[src/rtl/uart_tx_fifo_if.sv]
// Byte-producer side of the UART transmitter: write strobe, data and FIFO status.
// The producer uses the master modport; the transmitter uses the slave modport.
interface uart_tx_fifo_if #(
   parameter int FIFO_AW = 4
);
   logic [7:0]       pi_data;
   logic             pi_flag;
   logic             pi_full;
   logic [FIFO_AW:0] fifo_cnt;
   logic             ovf;

   modport master (
      output pi_data,
      output pi_flag,
      input  pi_full,
      input  fifo_cnt,
      input  ovf
   );

   modport slave (
      input  pi_data,
      input  pi_flag,
      output pi_full,
      output fifo_cnt,
      output ovf
   );
endinterface

[src/rtl/uart_tx_fifo.sv]
// 8N1 UART transmitter (LSB first) fed by a 16-entry byte FIFO.
// Frames are sent back to back while the FIFO holds data.
module uart_tx_fifo #(
   parameter int CLK_FREQ = 50000000,
   parameter int BAUD     = 115200,
   parameter int FIFO_AW  = 4
) (
   input  logic              sclk,
   input  logic              rst_n,
   uart_tx_fifo_if.slave     bus,
   output logic              tx,
   output logic              tx_busy
);
   localparam int BAUD_CNT = CLK_FREQ / BAUD;
   localparam int BW       = (BAUD_CNT > 1) ? $clog2(BAUD_CNT) : 1;
   localparam int DEPTH    = 2 ** FIFO_AW;
   localparam int CW       = FIFO_AW + 1;

   typedef enum logic [1:0] {
      IDLE  = 2'd0,
      START = 2'd1,
      DATA  = 2'd2,
      STOP  = 2'd3
   } state_t;

   state_t             state_q, state_d;
   logic [BW-1:0]      baud_cnt_q, baud_cnt_d;
   logic [2:0]         bit_cnt_q, bit_cnt_d;
   logic [7:0]         shift_q, shift_d;
   logic               tx_q, tx_d;
   logic               tx_busy_q, tx_busy_d;
   logic [FIFO_AW-1:0] wr_ptr_q, wr_ptr_d;
   logic [FIFO_AW-1:0] rd_ptr_q, rd_ptr_d;
   logic [CW-1:0]      fifo_cnt_q, fifo_cnt_d;
   logic               pi_full_q, pi_full_d;
   logic               ovf_q, ovf_d;

   logic [7:0]         mem [DEPTH];
   logic               wr_en;
   logic               pop;
   logic               baud_last;

   assign baud_last = (baud_cnt_q == BW'(BAUD_CNT - 1));

   // A write seen while full is lost even if a pop frees a slot this cycle.
   assign wr_en = bus.pi_flag & ~pi_full_q;

   always_ff @(posedge sclk) begin
      if (wr_en) begin
         mem[wr_ptr_q] <= bus.pi_data;
      end
   end

   always_comb begin
      wr_ptr_d   = wr_ptr_q;
      rd_ptr_d   = rd_ptr_q;
      fifo_cnt_d = fifo_cnt_q;
      ovf_d      = bus.pi_flag & pi_full_q;
      if (wr_en) begin
         wr_ptr_d = wr_ptr_q + FIFO_AW'(1);
      end
      if (pop) begin
         rd_ptr_d = rd_ptr_q + FIFO_AW'(1);
      end
      case ({wr_en, pop})
         2'b10:   fifo_cnt_d = fifo_cnt_q + CW'(1);
         2'b01:   fifo_cnt_d = fifo_cnt_q - CW'(1);
         default: fifo_cnt_d = fifo_cnt_q;
      endcase
      pi_full_d = (fifo_cnt_d == CW'(DEPTH));
   end

   always_comb begin
      state_d    = state_q;
      baud_cnt_d = baud_cnt_q;
      bit_cnt_d  = bit_cnt_q;
      shift_d    = shift_q;
      tx_busy_d  = tx_busy_q;
      pop        = 1'b0;
      unique case (state_q)
         IDLE: begin
            baud_cnt_d = '0;
            bit_cnt_d  = '0;
            tx_busy_d  = 1'b0;
            if (fifo_cnt_q != '0) begin
               pop       = 1'b1;
               shift_d   = mem[rd_ptr_q];
               tx_busy_d = 1'b1;
               state_d   = START;
            end
         end
         START: begin
            if (baud_last) begin
               baud_cnt_d = '0;
               bit_cnt_d  = '0;
               state_d    = DATA;
            end else begin
               baud_cnt_d = baud_cnt_q + BW'(1);
            end
         end
         DATA: begin
            if (baud_last) begin
               baud_cnt_d = '0;
               shift_d    = {1'b0, shift_q[7:1]};
               if (bit_cnt_q == 3'd7) begin
                  state_d = STOP;
               end else begin
                  bit_cnt_d = bit_cnt_q + 3'd1;
               end
            end else begin
               baud_cnt_d = baud_cnt_q + BW'(1);
            end
         end
         STOP: begin
            if (baud_last) begin
               baud_cnt_d = '0;
               // Chain straight into the next START so frames have no idle gap.
               if (fifo_cnt_q != '0) begin
                  pop     = 1'b1;
                  shift_d = mem[rd_ptr_q];
                  state_d = START;
               end else begin
                  state_d = IDLE;
               end
            end else begin
               baud_cnt_d = baud_cnt_q + BW'(1);
            end
         end
         default: state_d = IDLE;
      endcase

      // The line level is registered, so derive it from the state being entered.
      tx_d = 1'b1;
      if (state_d == START) begin
         tx_d = 1'b0;
      end else if (state_d == DATA) begin
         tx_d = shift_d[0];
      end
   end

   always_ff @(posedge sclk or negedge rst_n) begin
      if (!rst_n) begin
         state_q    <= IDLE;
         baud_cnt_q <= '0;
         bit_cnt_q  <= '0;
         shift_q    <= '0;
         tx_q       <= 1'b1;
         tx_busy_q  <= 1'b0;
         wr_ptr_q   <= '0;
         rd_ptr_q   <= '0;
         fifo_cnt_q <= '0;
         pi_full_q  <= 1'b0;
         ovf_q      <= 1'b0;
      end else begin
         state_q    <= state_d;
         baud_cnt_q <= baud_cnt_d;
         bit_cnt_q  <= bit_cnt_d;
         shift_q    <= shift_d;
         tx_q       <= tx_d;
         tx_busy_q  <= tx_busy_d;
         wr_ptr_q   <= wr_ptr_d;
         rd_ptr_q   <= rd_ptr_d;
         fifo_cnt_q <= fifo_cnt_d;
         pi_full_q  <= pi_full_d;
         ovf_q      <= ovf_d;
      end
   end

   assign tx           = tx_q;
   assign tx_busy      = tx_busy_q;
   assign bus.pi_full  = pi_full_q;
   assign bus.fifo_cnt = fifo_cnt_q;
   assign bus.ovf      = ovf_q;
endmodule

[src/flat_wrapper.sv]
// flat-port wrapper written by rule: the top's interface ports become plain ports
module uart_tx_fifo_flat 
#(
   parameter int CLK_FREQ = 50000000,
   parameter int BAUD     = 115200,
   parameter int FIFO_AW  = 4
)
  (sclk, rst_n, tx, tx_busy, bus_pi_data, bus_pi_flag, bus_pi_full, bus_fifo_cnt, bus_ovf);
  uart_tx_fifo_if #(.FIFO_AW(FIFO_AW)) bus_i ();
  input  logic sclk;
  input  logic rst_n;
  output logic tx;
  output logic tx_busy;
  input wire logic [$bits(bus_i.pi_data)-1:0] bus_pi_data;
  input wire logic [$bits(bus_i.pi_flag)-1:0] bus_pi_flag;
  output wire logic [$bits(bus_i.pi_full)-1:0] bus_pi_full;
  output wire logic [$bits(bus_i.fifo_cnt)-1:0] bus_fifo_cnt;
  output wire logic [$bits(bus_i.ovf)-1:0] bus_ovf;
  assign bus_i.pi_data = bus_pi_data;
  assign bus_i.pi_flag = bus_pi_flag;
  assign bus_pi_full = bus_i.pi_full;
  assign bus_fifo_cnt = bus_i.fifo_cnt;
  assign bus_ovf = bus_i.ovf;
  uart_tx_fifo #(.CLK_FREQ(CLK_FREQ), .BAUD(BAUD), .FIFO_AW(FIFO_AW)) u_core (.sclk(sclk), .rst_n(rst_n), .bus(bus_i), .tx(tx), .tx_busy(tx_busy));
endmodule
[config.mk]
export PLATFORM = sky130hd
export DESIGN_NAME = uart_tx_fifo_flat
export DESIGN_NICKNAME = d
export VERILOG_FILES = /design/src/rtl/uart_tx_fifo_if.sv /design/src/rtl/uart_tx_fifo.sv /design/src/flat_wrapper.sv
export SDC_FILE = /design/constraint.sdc
export NUM_CORES = 1
export LEC_CHECK = 0
export ABC_CLOCK_PERIOD_IN_PS = 3400
export CORE_UTILIZATION = 60
export CTS_CLUSTER_DIAMETER = 80
export DETAILED_ROUTE_END_ITERATION = 10
export PLACE_DENSITY = 0.78
export SLEW_MARGIN = 20
export SYNTH_ARGS = -nofsm -noshare
export SYNTH_HDL_FRONTEND = slang
export SYNTH_SLANG_ARGS = --single-unit
[constraint.sdc]
create_clock -name sclk -period 3.4 [get_ports sclk]
set_input_delay 0.68 -clock sclk [delete_from_list [all_inputs] [get_ports sclk]]
set_output_delay 0.68 -clock sclk [all_outputs]
set_load 0.05 [all_outputs]
==> results of run 1 <==
==> sequential cells by signal, summed over array words and instances (netlist names), 2 cells and up <==
signal / cells
u_core.bit_cnt_q: 3
u_core.rd_ptr_q: 4
u_core.bus.fifo_cnt: 5
u_core.mem: 128
u_core.state_q: 2
u_core.shift_q: 8
u_core.wr_ptr_q: 4
u_core.baud_cnt_q: 9
==> layout make-up <==
cell class / instances / area (µm²) / area share
clock buffers: 19 / 433 / 0.0543
clock inverters: 11 / 100 / 0.0126
inverters: 12 / 45.0 / 0.00565
multi-input cells: 211 / 2150 / 0.270
flip-flops and latches: 167 / 4820 / 0.605
well taps: 143 / 179 / 0.0224
repair buffers: 25 / 243 / 0.0305
==> cells by family (layout without fill, tap and decap cells) <==
kind of cell	count (synthesis)	after routing
muxes	48	48
buffers and inverters	28	67
adders and majority gates	17	17
DFF	167	167
xor gates and xnor gates	15	15
AOI/OAI and AO/OA	44	44
and+or+nand+nor	87	87
==> synth_stat cells (2+ instances only) <==
library cell  count
a21o_1            2
a21oi_1           9
a221o_1           7
a22o_1            6
a32o_1            2
and2_1           18
and3_1            6
and4b_1           2
buf_1             2
buf_2             4
clkbuf_1          9
dfrtp_1          38
edfxtp_1        128
ha_1             17
inv_1            11
mux2_2            3
mux2i_1           6
mux4_2           39
nand2_1          10
nand3_1           4
nand4_1           3
nor2_1           22
nor2b_1           2
nor3_1            5
nor3b_1           4
o21ai_0           9
or3_1             4
xnor2_1          11
xor2_1            4
==> timing repair <==
action | 4_1_cts | 5_1_grt
resized for setup | 0 | 3
endpoints found under the setup margin | 0 | 1
buffers inserted | 0 | 0
==> path summary, 6_finish.rpt <==
check                      cells after the start  slack (ns)            endpoint                    from
max in group asynchronous                      1        2.40  u_core.rd_ptr_q[0]                   rst_n
min in group sclk                              1        0.48   u_core.shift_q[6]       u_core.shift_q[6]
hold / removal                                 1        0.38   u_core.shift_q[4]                   rst_n
hold reg to reg                                1        0.48   u_core.shift_q[6]       u_core.shift_q[6]
setup reg to reg                              11        0.40  u_core.bus.pi_full  u_core.bus.fifo_cnt[2]
setup / recovery                              11        0.40  u_core.bus.pi_full  u_core.bus.fifo_cnt[2]
==> critical path: cells and delay by family (launching register included) <==
kind	cells	cell delay, ns
DFF	1	0.48
adders and majority gates	1	0.20
xor gates and xnor gates	2	0.30
AOI/OAI and AO/OA	4	0.80
and+or+nand+nor	4	1.16
==> per-stage QoR <==
stage	cells	setup slack, ns	hold slack [ns]
after floorplan	406	0.258	0.384
after global placement	558	0.290	0.466
after detailed placement	558	0.167	0.471
after CTS	588	0.303	0.405
after global routing	588	0.0452	0.460
final	588	0.397	0.382
==> power groups by stage <==
| stage | Combinational [mW] | Clock [mW] | Sequential [mW] |
|---|---|---|---|
| floorplan | 1.40 | 0 | 2.85 |
| global placement | 1.95 | 0 | 2.80 |
| detailed placement | 1.99 | 0 | 2.82 |
| CTS | 2.01 | 1.76 | 2.78 |
| global route | 2.15 | 1.84 | 2.82 |
| finish | 2.00 | 1.74 | 2.78 |
==> per-layer routing <==
layer | track usage | part of all wire | vias up
met5 | 0 | 0 | -
li1 | - | - | 1663
met3 | 0.0642 | 0.044 | 14
met1 | 0.298 | 0.42 | 1822
met2 | 0.377 | 0.53 | 89
met4 | 0.0773 | 0.014 | 0
==> results.cfg, run 1 <==
[yosys]
synth.area.top_cells = edfxtp_1 (54%), dfrtp_1 (13%), mux4_2 (12%), ha_1 (3.0%), and2_1 (1.6%)
ys_async_sr_fraction = 0.234
synth_compound_area_frac = 0.0461
synth_top_cell_by_area = edfxtp_1
postSynthCellCount = 406
synth_xor_area_frac = 0.0186
syn_area_per_cell_um2 = 17.4
yosys.area_share.simple = 0.0700
synth_edf_count = 128
netlist_area_um2 = 7080
yosysSeqAreaShare = 0.681
ys_seq_elements = 167
synth.area.mux_share = 0.137
synth_top_area_frac = 0.543
synth.distinct_cells = 48
ys.flop_type = edfxtp_1
ys_warn_count = 0
yosys.area_share.adder = 0.0301
synth_fp_nets = 434
synth_top_family_by_area = multiplexers

[layout]
fin_area_um2 = 7970
utilization = 0.695
nets = 462
layout_commonest_cell = edfxtp_1
antennaDiodeCount = 0
nFillCells = 698
layout_common_cells = edfxtp_1 (128), mux4_2 (39), dfrtp_1 (37), nor2_1 (21)
area_growth_pct = 12.6
drive_above_1_share = 0.187

[power_and_ir_drop]
p_seq_frac = 0.427
irDropWorstVdd_mv = 0.643
p_switching_mw = 2.03
total_power_mw = 6.52
power_frac_comb = 0.307
cellPowerDensity_nw_per_um2 = 818
p_leak_nw = 2.86
p_int_mw = 4.48
p_sw_frac = 0.312
clockPowerShare = 0.266

[worst_setup_path]
max_stage_delay_ns = 0.60
crit_path_max_fanout = 9
cp_slowest_cell = or4_4
start_kind = flop
cp.arrival_ns = 3.35
cp_cell_sequence = or4_4 > o21ba_1 > nand3_1 > xnor2_1 > ha_1 > a21oi_1 > nor3b_2 > a41oi_1 > a221oi_2 > xor2_1 > and4bb_1
cp_data_required_time_ns = 3.75
endpoint_kind = flop
path_class = reg2reg

[clock_tree]
clk_pin_slew_ns = 0.06
tritoncts = done
postCtsHoldBufs = 0
clock_latency_ns = 0.42
ctsHtreeMaxLevel = 4
numCtsBuffers = 17
clock-sinks = 167
clk_path_buf_depth = 2
cts_root_buf = clkbuf_16

[placed_design]
numPortBuffers = 19
placed_area_um2 = 7430
place_hpwl_um = 8310
gp_congestion = 0.848

[timing]
finalSetupViolations = 0
final-hold-violation-count = 0
slew_viol_final = 0
period_share = 0.883
rsz0062_at_grt = false
max_freq_mhz = 333
worst_slew_pin_slew_ns = 0.972
max-slew-margin-rel = 0.343
fin_tns_setup_ns = 0
finalCriticalPeriod_ns = 3.00
skew_ns = 0.00999

[die]
core_region_area_um2 = 11500
die-area_um2 = 12200
rows = 39
num_io_pins = 20
initial_utilization = 0.617
chipWidth_um = 111
chipHeight_um = 111

[global_routing]
antenna_found_initial = 0
grt_max_degree = 40
grt_usage = 0.230
overflow = 0
grt_pass1_vias = 3800
grt_pass1_wl_um = 20500

[hold_path]
hold_path_class = in2async

[drt]
ant_nets = 0
wl_um = 13000
routed_via_density = 6.10
routed-via-count = 3588
drc_errors = 0
dr.first_iter.drc_count = 254
avgRoutedWirePerCell_um = 22.1
drt_first_pass_iters = 4

[run]
maxCapViolCount = 0

[outcome]
status = completed
Power figures use the tool's default switching activity.
==> run 2: changes to the inputs <==
--- a/config.mk
+++ b/config.mk
@@ -7,7 +7,7 @@
 export LEC_CHECK = 0
 export ABC_CLOCK_PERIOD_IN_PS = 3400
 export CORE_UTILIZATION = 60
-export CTS_CLUSTER_DIAMETER = 80
+export CTS_CLUSTER_DIAMETER = 150
 export DETAILED_ROUTE_END_ITERATION = 10
 export PLACE_DENSITY = 0.78
 export SLEW_MARGIN = 20
==> results of run 2 <==
Same layout as run 1: the final DEF is identical, and so are final timing and power.
==> run 3: changes to the inputs <==
--- a/config.mk
+++ b/config.mk
@@ -14,3 +14,4 @@
 export SYNTH_ARGS = -nofsm -noshare
 export SYNTH_HDL_FRONTEND = slang
 export SYNTH_SLANG_ARGS = --single-unit
+export TNS_END_PERCENT = 20
==> results of run 3 <==
Same layout as run 1: the final DEF is identical, and so are final timing and power.
